**src/rtl/serial_frame_rx_if.sv**
```systemverilog
// Serial frame receiver bus: sample strobe and line in, decoded word and
// status pulses out. The receiver connects through the slave modport.
interface serial_frame_rx_if #(
   parameter int DATA_W = 8
);
   logic              en;
   logic              data;
   logic [DATA_W-1:0] frame_data;
   logic              frame_valid;
   logic              frame_err;
   logic [1:0]        err_code;
   logic              busy;

   modport master (
      output en,
      output data,
      input  frame_data,
      input  frame_valid,
      input  frame_err,
      input  err_code,
      input  busy
   );

   modport slave (
      input  en,
      input  data,
      output frame_data,
      output frame_valid,
      output frame_err,
      output err_code,
      output busy
   );
endinterface

```
**src/rtl/serial_frame_rx.sv**
```systemverilog
// FSM serial frame receiver: start, DATA_W bits LSB first, stop.
// Define FRAME_PARITY_EN to add an odd-parity bit before the stop bit.
module serial_frame_rx #(
   parameter int DATA_W      = 8,
   parameter int TIMEOUT_CYC = 4096,
   parameter int CNT_W       = 13
) (
   input logic              clk,
   input logic              reset,
   serial_frame_rx_if.slave bus
);
   localparam int BW = $clog2(DATA_W + 1);
   localparam logic [BW-1:0] LAST = BW'(DATA_W - 1);
   localparam logic [CNT_W-1:0] TLIM = CNT_W'(TIMEOUT_CYC - 1);

`ifdef FRAME_PARITY_EN
   typedef enum logic [1:0] {IDLE, DATA, PARITY, STOP} state_t;
`else
   typedef enum logic [1:0] {IDLE, DATA, STOP} state_t;
`endif

   state_t            state;
   logic [BW-1:0]     bcnt;
   logic [CNT_W-1:0]  tcnt;
   logic [DATA_W-1:0] sh;
   logic [DATA_W-1:0] fdata;
   logic              fvalid;
   logic              ferr;
   logic [1:0]        ecode;
   logic              busy_q;
   logic              par_ok;

`ifdef FRAME_PARITY_EN
   logic par;
   assign par_ok = ^{sh, par};
`else
   assign par_ok = 1'b1;
`endif

   assign bus.frame_data  = fdata;
   assign bus.frame_valid = fvalid;
   assign bus.frame_err   = ferr;
   assign bus.err_code    = ecode;
   assign bus.busy        = busy_q;

   always_ff @(posedge clk) begin
      if (reset) begin
         state  <= IDLE;
         bcnt   <= '0;
         tcnt   <= '0;
         sh     <= '0;
         fdata  <= '0;
         fvalid <= 1'b0;
         ferr   <= 1'b0;
         ecode  <= 2'b00;
         busy_q <= 1'b0;
`ifdef FRAME_PARITY_EN
         par    <= 1'b0;
`endif
      end else begin
         fvalid <= 1'b0;
         ferr   <= 1'b0;
         if (!bus.en) begin
            // a stalled frame is dropped once the strobe stays away too long
            if (state != IDLE) begin
               if (tcnt == TLIM) begin
                  ferr   <= 1'b1;
                  ecode  <= 2'b11;
                  state  <= IDLE;
                  busy_q <= 1'b0;
                  tcnt   <= '0;
               end else begin
                  tcnt <= tcnt + CNT_W'(1);
               end
            end
         end else begin
            tcnt <= '0;
            unique case (state)
               IDLE: begin
                  if (!bus.data) begin
                     state  <= DATA;
                     busy_q <= 1'b1;
                     bcnt   <= '0;
                  end
               end
               DATA: begin
                  sh   <= {bus.data, sh[DATA_W-1:1]};
                  bcnt <= bcnt + BW'(1);
                  if (bcnt == LAST) begin
`ifdef FRAME_PARITY_EN
                     state <= PARITY;
`else
                     state <= STOP;
`endif
                  end
               end
`ifdef FRAME_PARITY_EN
               PARITY: begin
                  par   <= bus.data;
                  state <= STOP;
               end
`endif
               STOP: begin
                  state  <= IDLE;
                  busy_q <= 1'b0;
                  // stop-bit error outranks parity error
                  if (!bus.data) begin
                     ferr  <= 1'b1;
                     ecode <= 2'b01;
                  end else if (!par_ok) begin
                     ferr  <= 1'b1;
                     ecode <= 2'b10;
                  end else begin
                     fdata  <= sh;
                     fvalid <= 1'b1;
                  end
               end
               default: begin
                  state  <= IDLE;
                  busy_q <= 1'b0;
               end
            endcase
         end
      end
   end
endmodule

```
**src/flat_wrapper.sv**
```systemverilog
// flat-port wrapper written by rule: the top's interface ports become plain ports
module serial_frame_rx_flat 
#(
   parameter int DATA_W      = 8,
   parameter int TIMEOUT_CYC = 4096,
   parameter int CNT_W       = 13
)
  (clk, reset, bus_en, bus_data, bus_frame_data, bus_frame_valid, bus_frame_err, bus_err_code, bus_busy);
  serial_frame_rx_if #(.DATA_W(DATA_W)) bus_i ();
  input logic clk;
  input logic reset;
  input wire logic [$bits(bus_i.en)-1:0] bus_en;
  input wire logic [$bits(bus_i.data)-1:0] bus_data;
  output wire logic [$bits(bus_i.frame_data)-1:0] bus_frame_data;
  output wire logic [$bits(bus_i.frame_valid)-1:0] bus_frame_valid;
  output wire logic [$bits(bus_i.frame_err)-1:0] bus_frame_err;
  output wire logic [$bits(bus_i.err_code)-1:0] bus_err_code;
  output wire logic [$bits(bus_i.busy)-1:0] bus_busy;
  assign bus_i.en = bus_en;
  assign bus_i.data = bus_data;
  assign bus_frame_data = bus_i.frame_data;
  assign bus_frame_valid = bus_i.frame_valid;
  assign bus_frame_err = bus_i.frame_err;
  assign bus_err_code = bus_i.err_code;
  assign bus_busy = bus_i.busy;
  serial_frame_rx #(.DATA_W(DATA_W), .TIMEOUT_CYC(TIMEOUT_CYC), .CNT_W(CNT_W)) u_core (.clk(clk), .reset(reset), .bus(bus_i));
endmodule
```
**config.mk**
```make
export PLATFORM = sky130hd
export DESIGN_NAME = serial_frame_rx_flat
export DESIGN_NICKNAME = d
export VERILOG_FILES = /design/src/rtl/serial_frame_rx_if.sv /design/src/rtl/serial_frame_rx.sv /design/src/flat_wrapper.sv
export SDC_FILE = /design/constraint.sdc
export NUM_CORES = 1
export LEC_CHECK = 0
export CAP_MARGIN = 20
export CELL_PAD_IN_SITES_DETAIL_PLACEMENT = 1
export CELL_PAD_IN_SITES_GLOBAL_PLACEMENT = 1
export CORE_MARGIN = 8
export CORE_UTILIZATION = 41
export CTS_CLUSTER_SIZE = 20
export DETAILED_ROUTE_END_ITERATION = 10
export GPL_ROUTABILITY_DRIVEN = 0
export PLACE_DENSITY = 0.81
export REMOVE_ABC_BUFFERS = 1
export SYNTH_ARGS = -nofsm -noshare
export SYNTH_HDL_FRONTEND = slang
export SYNTH_SLANG_ARGS = --single-unit
```
**constraint.sdc**
```tcl
create_clock -name clk -period 2.1 [get_ports clk]
set_input_delay 0.42 -clock clk [delete_from_list [all_inputs] [get_ports clk]]
set_output_delay 0.42 -clock clk [all_outputs]
set_load 0.02 [all_outputs]
```
# After elaboration in Yosys (flattened, before gate mapping)
# Cells that the tools add are included.
# W data, S select, Z words.
word_totals:
  ff_bits: 40
  latch_bits: 0
  mem_bits_rw: 0
  romBits: 0
  input_bits: 4
  output_inout_bits: 13
  memories: 0
op_classes:
  add_sub_neg: 2
  multipliers: 0
  div_mod_pow: 0
  magnitude_cmp: 0
  eq_ne: 10
  shift: 0
  muxes: 24
  bitwise: 2
  n_reduce_logical: 13
ops:
  columns: ["operator", "n"]
  rows:
  - ["$mux W2", 9]
  - ["$add A13 B1 Y13 const B", 1]
  - ["$eq A13 B12 Y1 const B", 1]
  - ["$mux W13", 1]
  - ["$reduce_and A4 Y1", 3]
  - ["$mux W1", 10]
  - ["$pmux W4 S2", 1]
  - ["$reduce_bool A2 Y1", 4]
  - ["$ne A2 B2 Y1 const B", 3]
  - ["$reduce_and A3 Y1", 2]
  - ["$add A4 B1 Y4 const B", 1]
  - ["$eq A4 B3 Y1 const B", 1]
  - ["$mux W4", 1]
  - ["$pmux W2 S2", 1]
  - ["$ne A3 B2 Y1 const B", 1]
  - ["$ne A3 B3 Y1 const B", 1]
  - ["$reduce_or A3 Y1", 1]
  - ["$eq A2 B1 Y1 const B", 1]
  - ["$eq A2 B2 Y1 const B", 1]
  - ["$logic_not A2 Y1", 1]
  - ["$ne A2 B1 Y1 const B", 1]
  - ["$not A1 Y1", 2]
  - ["$pmux W1 S2", 1]
  - ["$reduce_and A2 Y1", 1]
  - ["$reduce_or A2 Y1", 1]

# Depth between registers and ports, before layout
# Gate-level depths: netlist of run 1.
depth:
  word_depth: 4
  ltp_mapped: 6

# Worst setup path after synthesis of run 1
# Ideal clock, no wire load.
synth_timing:
  path_type: "register to register"
  start: "register u_core.tcnt[0]"
  end: "register u_core.tcnt[0]"
  arrival_time_ns: 1.532
  required_ns: 1.983
  path_slack_ns: 0.450
  stages_incl_launch_ff: 7
  path_buffers: 1
  synth_period_minus_slack_ns: 1.650
  cell_sequence: "dfxtp_1 > ha_1 > o2111ai_1 > or4_4 > nand2_1 > buf_2 > nor2_1"
synth_via:
  elab_chain_len: 2
  word_cells_on_any_way: 3
synth_rtl:
  columns: ["item", "line", "text"]
  rows:
  - ["from (decl)", "serial_frame_rx.sv:24", "logic [CNT_W-1:0] tcnt;"]
  - ["from (signal assigned)", "serial_frame_rx.sv:73", "tcnt <= tcnt + CNT_W'(1);"]
  - ["$add A13 B1 Y13 / $eq A13 B12 Y1 (equally long branches)", "serial_frame_rx.sv:73, serial_frame_rx.sv:66", null]
  - ["$mux W13 (*)", "serial_frame_rx.sv:66", "if (tcnt == TLIM) begin"]
# Every way passes the cells marked *; elsewhere a longest branch is shown, timed or not.
# A chain may end at the register's enable or synchronous reset.

# Worst setup path in the final report of run 1
layout_timing:
  start: "register u_core.tcnt[5]"
  end: "register u_core.tcnt[3]"
layout_via:
  elab_chain_len: 2
layout_rtl:
  columns: ["item", "line"]
  rows:
  - ["$eq A13 B12 Y1", "serial_frame_rx.sv:66"]
  - ["$mux W13", "serial_frame_rx.sv:66"]
# No other way between the ends.

==> results of run 1 <==
==> layout make-up <==
type	count	area (um^2)
Clock buffer	6	72.6
Clock inverter	1	5.00
Fill cell	443	1790
Inverter	5	18.8
Multi-Input combinational cell	127	748
Sequential cell	40	801
Tap cell	48	60.1
Timing Repair Buffer	24	220
==> sequential cells by signal (all words and copies together), names as in the netlist <==
register / cells
u_core.tcnt: 13
u_core.bus.frame_data: 8
u_core.sh: 8
u_core.bcnt: 4
u_core.bus.err_code: 2
u_core.state: 2
u_core.bus.busy: 1
u_core.bus.frame_err: 1
u_core.bus.frame_valid: 1
==> Yosys cell counts (3+ instances only) <==
master / number / area [um^2]
nor2_1: 26 / 97.6
nand3_1: 4 / 20.0
xor2_1: 3 / 26.3
a21oi_1: 12 / 60.1
o21ai_0: 4 / 20.0
nand2_1: 24 / 90.1
inv_1: 5 / 18.8
nor3_1: 6 / 30.0
mux2i_1: 8 / 80.1
nand3b_1: 4 / 30.0
dfxtp_1: 40 / 801
clkbuf_1: 6 / 22.5
nand4_1: 3 / 18.8
xnor2_1: 9 / 78.8
==> worst max-delay path: stages, from the launching register on <==
cell	delay, ps
dfxtp_1	400
nand4_2	190
or4_4	590
nand2_1	150
buf_4	200
a21oi_1	60
==> through the flow <==
stage / hold WS [ps] / instance area, um^2
floorplan: 407 / 1570
global placement: 421 / 1850
detailed placement: 425 / 1850
CTS: 436 / 1930
global route: 456 / 1930
finish: 432 / 1930
==> cell families after synthesis <==
logic type | synth area share, %
AND/OR/NAND/NOR | 24.2
adder cells (fa/ha/maj) | 1.56
multiplexers | 4.99
flip-flops | 49.9
AO/OA/AOI/OAI | 9.36
buffers and inverters | 3.43
XOR/XNOR | 6.55
==> power by group <==
| group | internal [uW] | switching, uW |
|---|---|---|
| clock | 226 | 248 |
| sequential | 766 | 5.53 |
| combinational | 35.1 | 55.3 |
==> metal layers <==
| layer | wire, um | vias up |
|---|---|---|
| li1 | - | 654 |
| met3 | 128 | 8 |
| met5 | 0 | - |
| met4 | 108 | 0 |
| met2 | 1820 | 23 |
| met1 | 1660 | 636 |
==> path summary, 6_finish.rpt <==
| kind | to | cells past startpoint | from | slack (ps) |
|---|---|---|---|---|
| worst max-delay path | u_core.tcnt[3] | 5 | u_core.tcnt[5] | 400 |
| worst min-delay path | u_core.tcnt[12] | 2 | u_core.tcnt[12] | 430 |
| worst max register to register | u_core.tcnt[3] | 5 | u_core.tcnt[5] | 400 |
| worst min register to register | u_core.tcnt[12] | 2 | u_core.tcnt[12] | 430 |
==> flow_summary.yaml, run 1 <==
drt:
  firstDrtPassIters: 4
  dr.first_iter.drc_count: 90
  vias: 1321
  wire_per_inst_um: 14.8
  ant_nets: 0
  drc: 0
  drt_wl_total_mm: 3.71
  routed_via_density: 5.26
layout:
  areaGrowthSynthToFinish_pct: 20.0
  instances_no_fill: 251
  antenna_cells: 0
  layout_common_cells: "dfxtp_1 (40), nor2_1 (26), nand2_1 (24)"
  final_core_util_pct: 51.8
  nets: 209
  final_common_cell: "dfxtp_1"
  layout-drive-gt1-share_pct: 9.36
status:
  status: "completed"
sta:
  setup_violations: 0
  worst_clock_skew_ps: 4.04
  fin_crit_ps: 1700
  setup_tns_ps: 0
  fmax_mhz: 587
  post-route-period-util_pct: 81.1
  slew_viol_final: 0
  grt_setup_unrepaired: "no"
  worst_slack_ps: 397
  hold_viol_final: 0
  worst_slew_pin_slew_ps: 403
  slew_headroom_pct: 73.0
min_path:
  hold_path_class: "flip-flop to flip-flop"
clock_network:
  ctsHoldBuffers: 0
  cts_buffers: 5
  cts-resized-gates: 0
  cts-root-buf: "clkbuf_8"
  cts_buffer_depth: 2
  cts_tree: "yes"
  clk_pin_slew_ps: 70
  post-cts-setup-buffers: 0
  insertion_delay_ps: 290
  htreeDepth: 2
  cts.sinks: 40
setup_path:
  cp_max_fo: 11
  start_kind: "flip-flop"
  crit_type: "flip-flop to flip-flop"
  critPathArrivalTime_ps: 1880
  cp.required_ps: 2270
  end_kind: "flip-flop"
job:
  max-cap-violations: 0
placed_design:
  dp_hpwl_mm: 2.78
  dp_slack_ps: 145
  dp.cells: 244
  io_buffers: 16
floorplanning:
  ios: 17
  initial_utilization_pct: 43.2
  die-area_um2: 6170
  die_h_um: 78.6
  rows: 22
  die_w_um: 78.6
  core-area_um2: 3720
global_routing:
  grtUsageMet2_pct: 21.5
  grt_max_degree: 27
  grt_use_met1_pct: 13.8
  antenna_found_initial: 0
  grtUsageTotal_pct: 12.8
  grt_busiest_layer: "met2"
  first_global_vias: 1361
  use_met3_pct: 3.87
  grt_pass1_wl_mm: 6.30
  overflow: 0
pwr:
  power_uw: 1340
  leakagePower_uw: 0.000709
  power.density_nw_per_um2: 694
  ir_drop_uv: 348
logic_synthesis:
  synth_edf_count: 0
  syn_avg_cell_area_um2: 8.86
  synthArstFlopShare_pct: 0
  synth_cells: 181
  ys_warn_count: 0
  yosysUniqueCellTypes: 34
  yosysSeqAreaShare_pct: 49.9
  ys.flop_type: "dfxtp_1"
  synth_seq_cells: 40
  syn_area_um2: 1600
Note: power is estimated with default switching activity, not from simulation.
==> inputs of run 2 (changes only) <==
--- a/config.mk
+++ b/config.mk
@@ -9,11 +9,11 @@
 export CELL_PAD_IN_SITES_DETAIL_PLACEMENT = 1
 export CELL_PAD_IN_SITES_GLOBAL_PLACEMENT = 1
 export CORE_MARGIN = 8
-export CORE_UTILIZATION = 41
+export CORE_UTILIZATION = 37
 export CTS_CLUSTER_SIZE = 20
 export DETAILED_ROUTE_END_ITERATION = 10
 export GPL_ROUTABILITY_DRIVEN = 0
-export PLACE_DENSITY = 0.81
+export PLACE_DENSITY = 0.78
 export REMOVE_ABC_BUFFERS = 1
 export SYNTH_ARGS = -nofsm -noshare
 export SYNTH_HDL_FRONTEND = slang
==> constraint.sdc (replaced) <==
create_clock -name clk -period 1.5 [get_ports clk]
set_input_delay 0.3 -clock clk [delete_from_list [all_inputs] [get_ports clk]]
set_output_delay 0.3 -clock clk [all_outputs]
set_load 0.02 [all_outputs]
==> flow_summary.yaml, run 2 (same netlist as run 1, synthesis figures left out) <==
status:
  status: "finished with violations"
  violations: "setup timing"
setup_path:
  critPathBufInv: 0
  slowest_delay_ps: 470
  cp.required_ps: 1740
  r2r-start: "u_core.tcnt[0]"
  critPathArrivalTime_ps: 1850
  start_kind: "flip-flop"
  path_depth: 5
  crit_type: "flip-flop to flip-flop"
  cp_max_fo: 3
  ff2ff_path_depth: 5
  critical-path-slowest-cell: "or4_4"
  path_cells: "ha_4, o2111ai_4, or4_4, or3_4, nand2_1"
  path_delay_family: "simple AND/OR/NAND/NOR gates"
  end_kind: "flip-flop"
  r2r_end: "u_core.bus.err_code[1]"
  reg2reg_slack_ps: -100
pwr:
  power.density_nw_per_um2: 948
  leakagePower_uw: 0.000931
  power_uw: 2140
  ir_drop_uv: 420
layout:
  n_fill_cell: 520
  areaGrowthSynthToFinish_pct: 41.0
  final_core_util_pct: 53.1
  largest_reg_flops: 13
  instances_no_fill: 280
  top_register: "u_core.tcnt"
  layout_common_cells: "dfxtp_1 (37), buf_4 (27), nand2_1 (23)"
  nets: 233
  final_common_cell: "dfxtp_1"
  final_area_um2: 2260
  antenna_cells: 0
  layout-drive-gt1-share_pct: 27.6
sta:
  worst_clock_skew_ps: 10.1
  hold_viol_final: 0
  setup_tns_ps: -489
  worst_slew_pin_slew_ps: 432
  fmax_mhz: 624
  slew_headroom_pct: 71.1
  slew_viol_final: 0
  worst_slack_ps: -102
  fin_crit_ps: 1600
  grt_setup_unrepaired: "yes"
  setup_violations: 15
  post-route-period-util_pct: 107
global_routing:
  overflow: 0
  grt_max_degree: 14
  grtUsageTotal_pct: 13.2
  first_global_vias: 1417
  grt_pass1_wl_mm: 6.81
  antenna_found_initial: 0
drt:
  firstDrtPassIters: 4
  top_layer: "met4"
  drt_wl_total_mm: 4.34
  routed_via_density: 5.15
  wl_met3_um: 145
  dr.first_iter.drc_count: 69
  vias: 1441
  drc: 0
  wl_met1_mm: 1.92
  ant_nets: 0
  wl_met2_mm: 2.16
  wire_per_inst_um: 15.5
clock_network:
  cts-root-buf: "clkbuf_8"
  cts_tree: "yes"
  htreeDepth: 2
  ctsHoldBuffers: 0
  cts_buffer_depth: 2
  cts_buffers: 5
  cts.sinks: 40
  clk_pin_slew_ps: 80
  insertion_delay_ps: 310
placed_design:
  dp.cells: 270
  dp_hpwl_mm: 2.86
  place_area_um2: 2030
  io_buffers: 16
min_path:
  min_from: "u_core.tcnt[12]"
  whs_path_depth: 2
  whs_endpoint: "u_core.tcnt[12]"
  hold_path_class: "flip-flop to flip-flop"
floorplanning:
  core-area_um2: 4260
  ios: 17
  die-area_um2: 6700
  die_w_um: 81.8
  rows: 24
  die_h_um: 81.8
  initial_utilization_pct: 37.6
job:
  max-cap-violations: 0
run 2: cell types whose count changed in the layout (fill, tap and decap cells not counted), moves of 2 or more:
| cell | before | now |
|---|---|---|
| nor2_4 | 0 | 3 |
| nor2_1 | 26 | 19 |
| a21oi_2 | 0 | 2 |
| dlygate4sd2_1 | 0 | 13 |
| buf_4 | 8 | 27 |
| clkdlybuf4s50_1 | 16 | 3 |
| nor2_2 | 0 | 4 |
| dfxtp_1 | 40 | 37 |
| a21oi_1 | 12 | 10 |
| dfxtp_2 | 0 | 3 |
| nor4_1 | 2 | 0 |
| nor4_2 | 0 | 2 |
| buf_6 | 0 | 3 |
run 2: worst max path at each step:
stage,startpoint,to,slack (ps)
2_1_floorplan,u_core.state[1],u_core.state[1],-220
3_3_place_gp,bus_en,u_core.bus.busy,-170
3_5_place_dp,bus_en,u_core.bus.busy,-260
4_1_cts,u_core.tcnt[0],u_core.bus.err_code[1],-90
5_1_grt,u_core.tcnt[0],u_core.bus.frame_err,-150
6_report,u_core.tcnt[0],u_core.bus.err_code[1],-100
run 2: repair_timing:
| action | CTS | global route |
|---|---|---|
| pin swaps | 1 | 11 |
| buffers inserted | 1 | 1 |
| setup endpoints to repair | 28 | 19 |
| resized for setup | 22 | 22 |
run 2: metal layers:
| layer | GRT usage, % | vias up |
|---|---|---|
| met5 | 0 | - |
| met3 | 2.74 | 9 |
| met4 | 7.89 | 0 |
| met2 | 22.1 | 21 |
| li1 | - | 704 |
| met1 | 15.2 | 707 |
run 2: metrics by stage:
stage / setup slack, ps / hold slack, ps
after global routing: -155 / 482
after detailed placement: -261 / 429
after CTS: -85.2 / 438
final: -102 / 450
after floorplan: -224 / 369
after global placement: -168 / 414
run 2: final cells by class:
class	count	area [um^2]	share of cell area, %
clock buffer	6	72.6	3.21
multi-input combinational	127	851	37.6
sequential	40	805	35.6
clock inverter	2	35.0	1.55
inverter	5	18.8	0.830
timing repair buffer	48	415	18.4
tap	52	65.1	2.88
run 2: where the power goes:
group	switching [uW]	internal, uW
Clock	402	494
Sequential	11.8	1070
Combinational	88.9	74.1
run 2: worst min-delay path, cell delays in order (launching register included):
cell and delay, ps:
dfxtp_1 310, nand2_1 60, a31oi_1 40
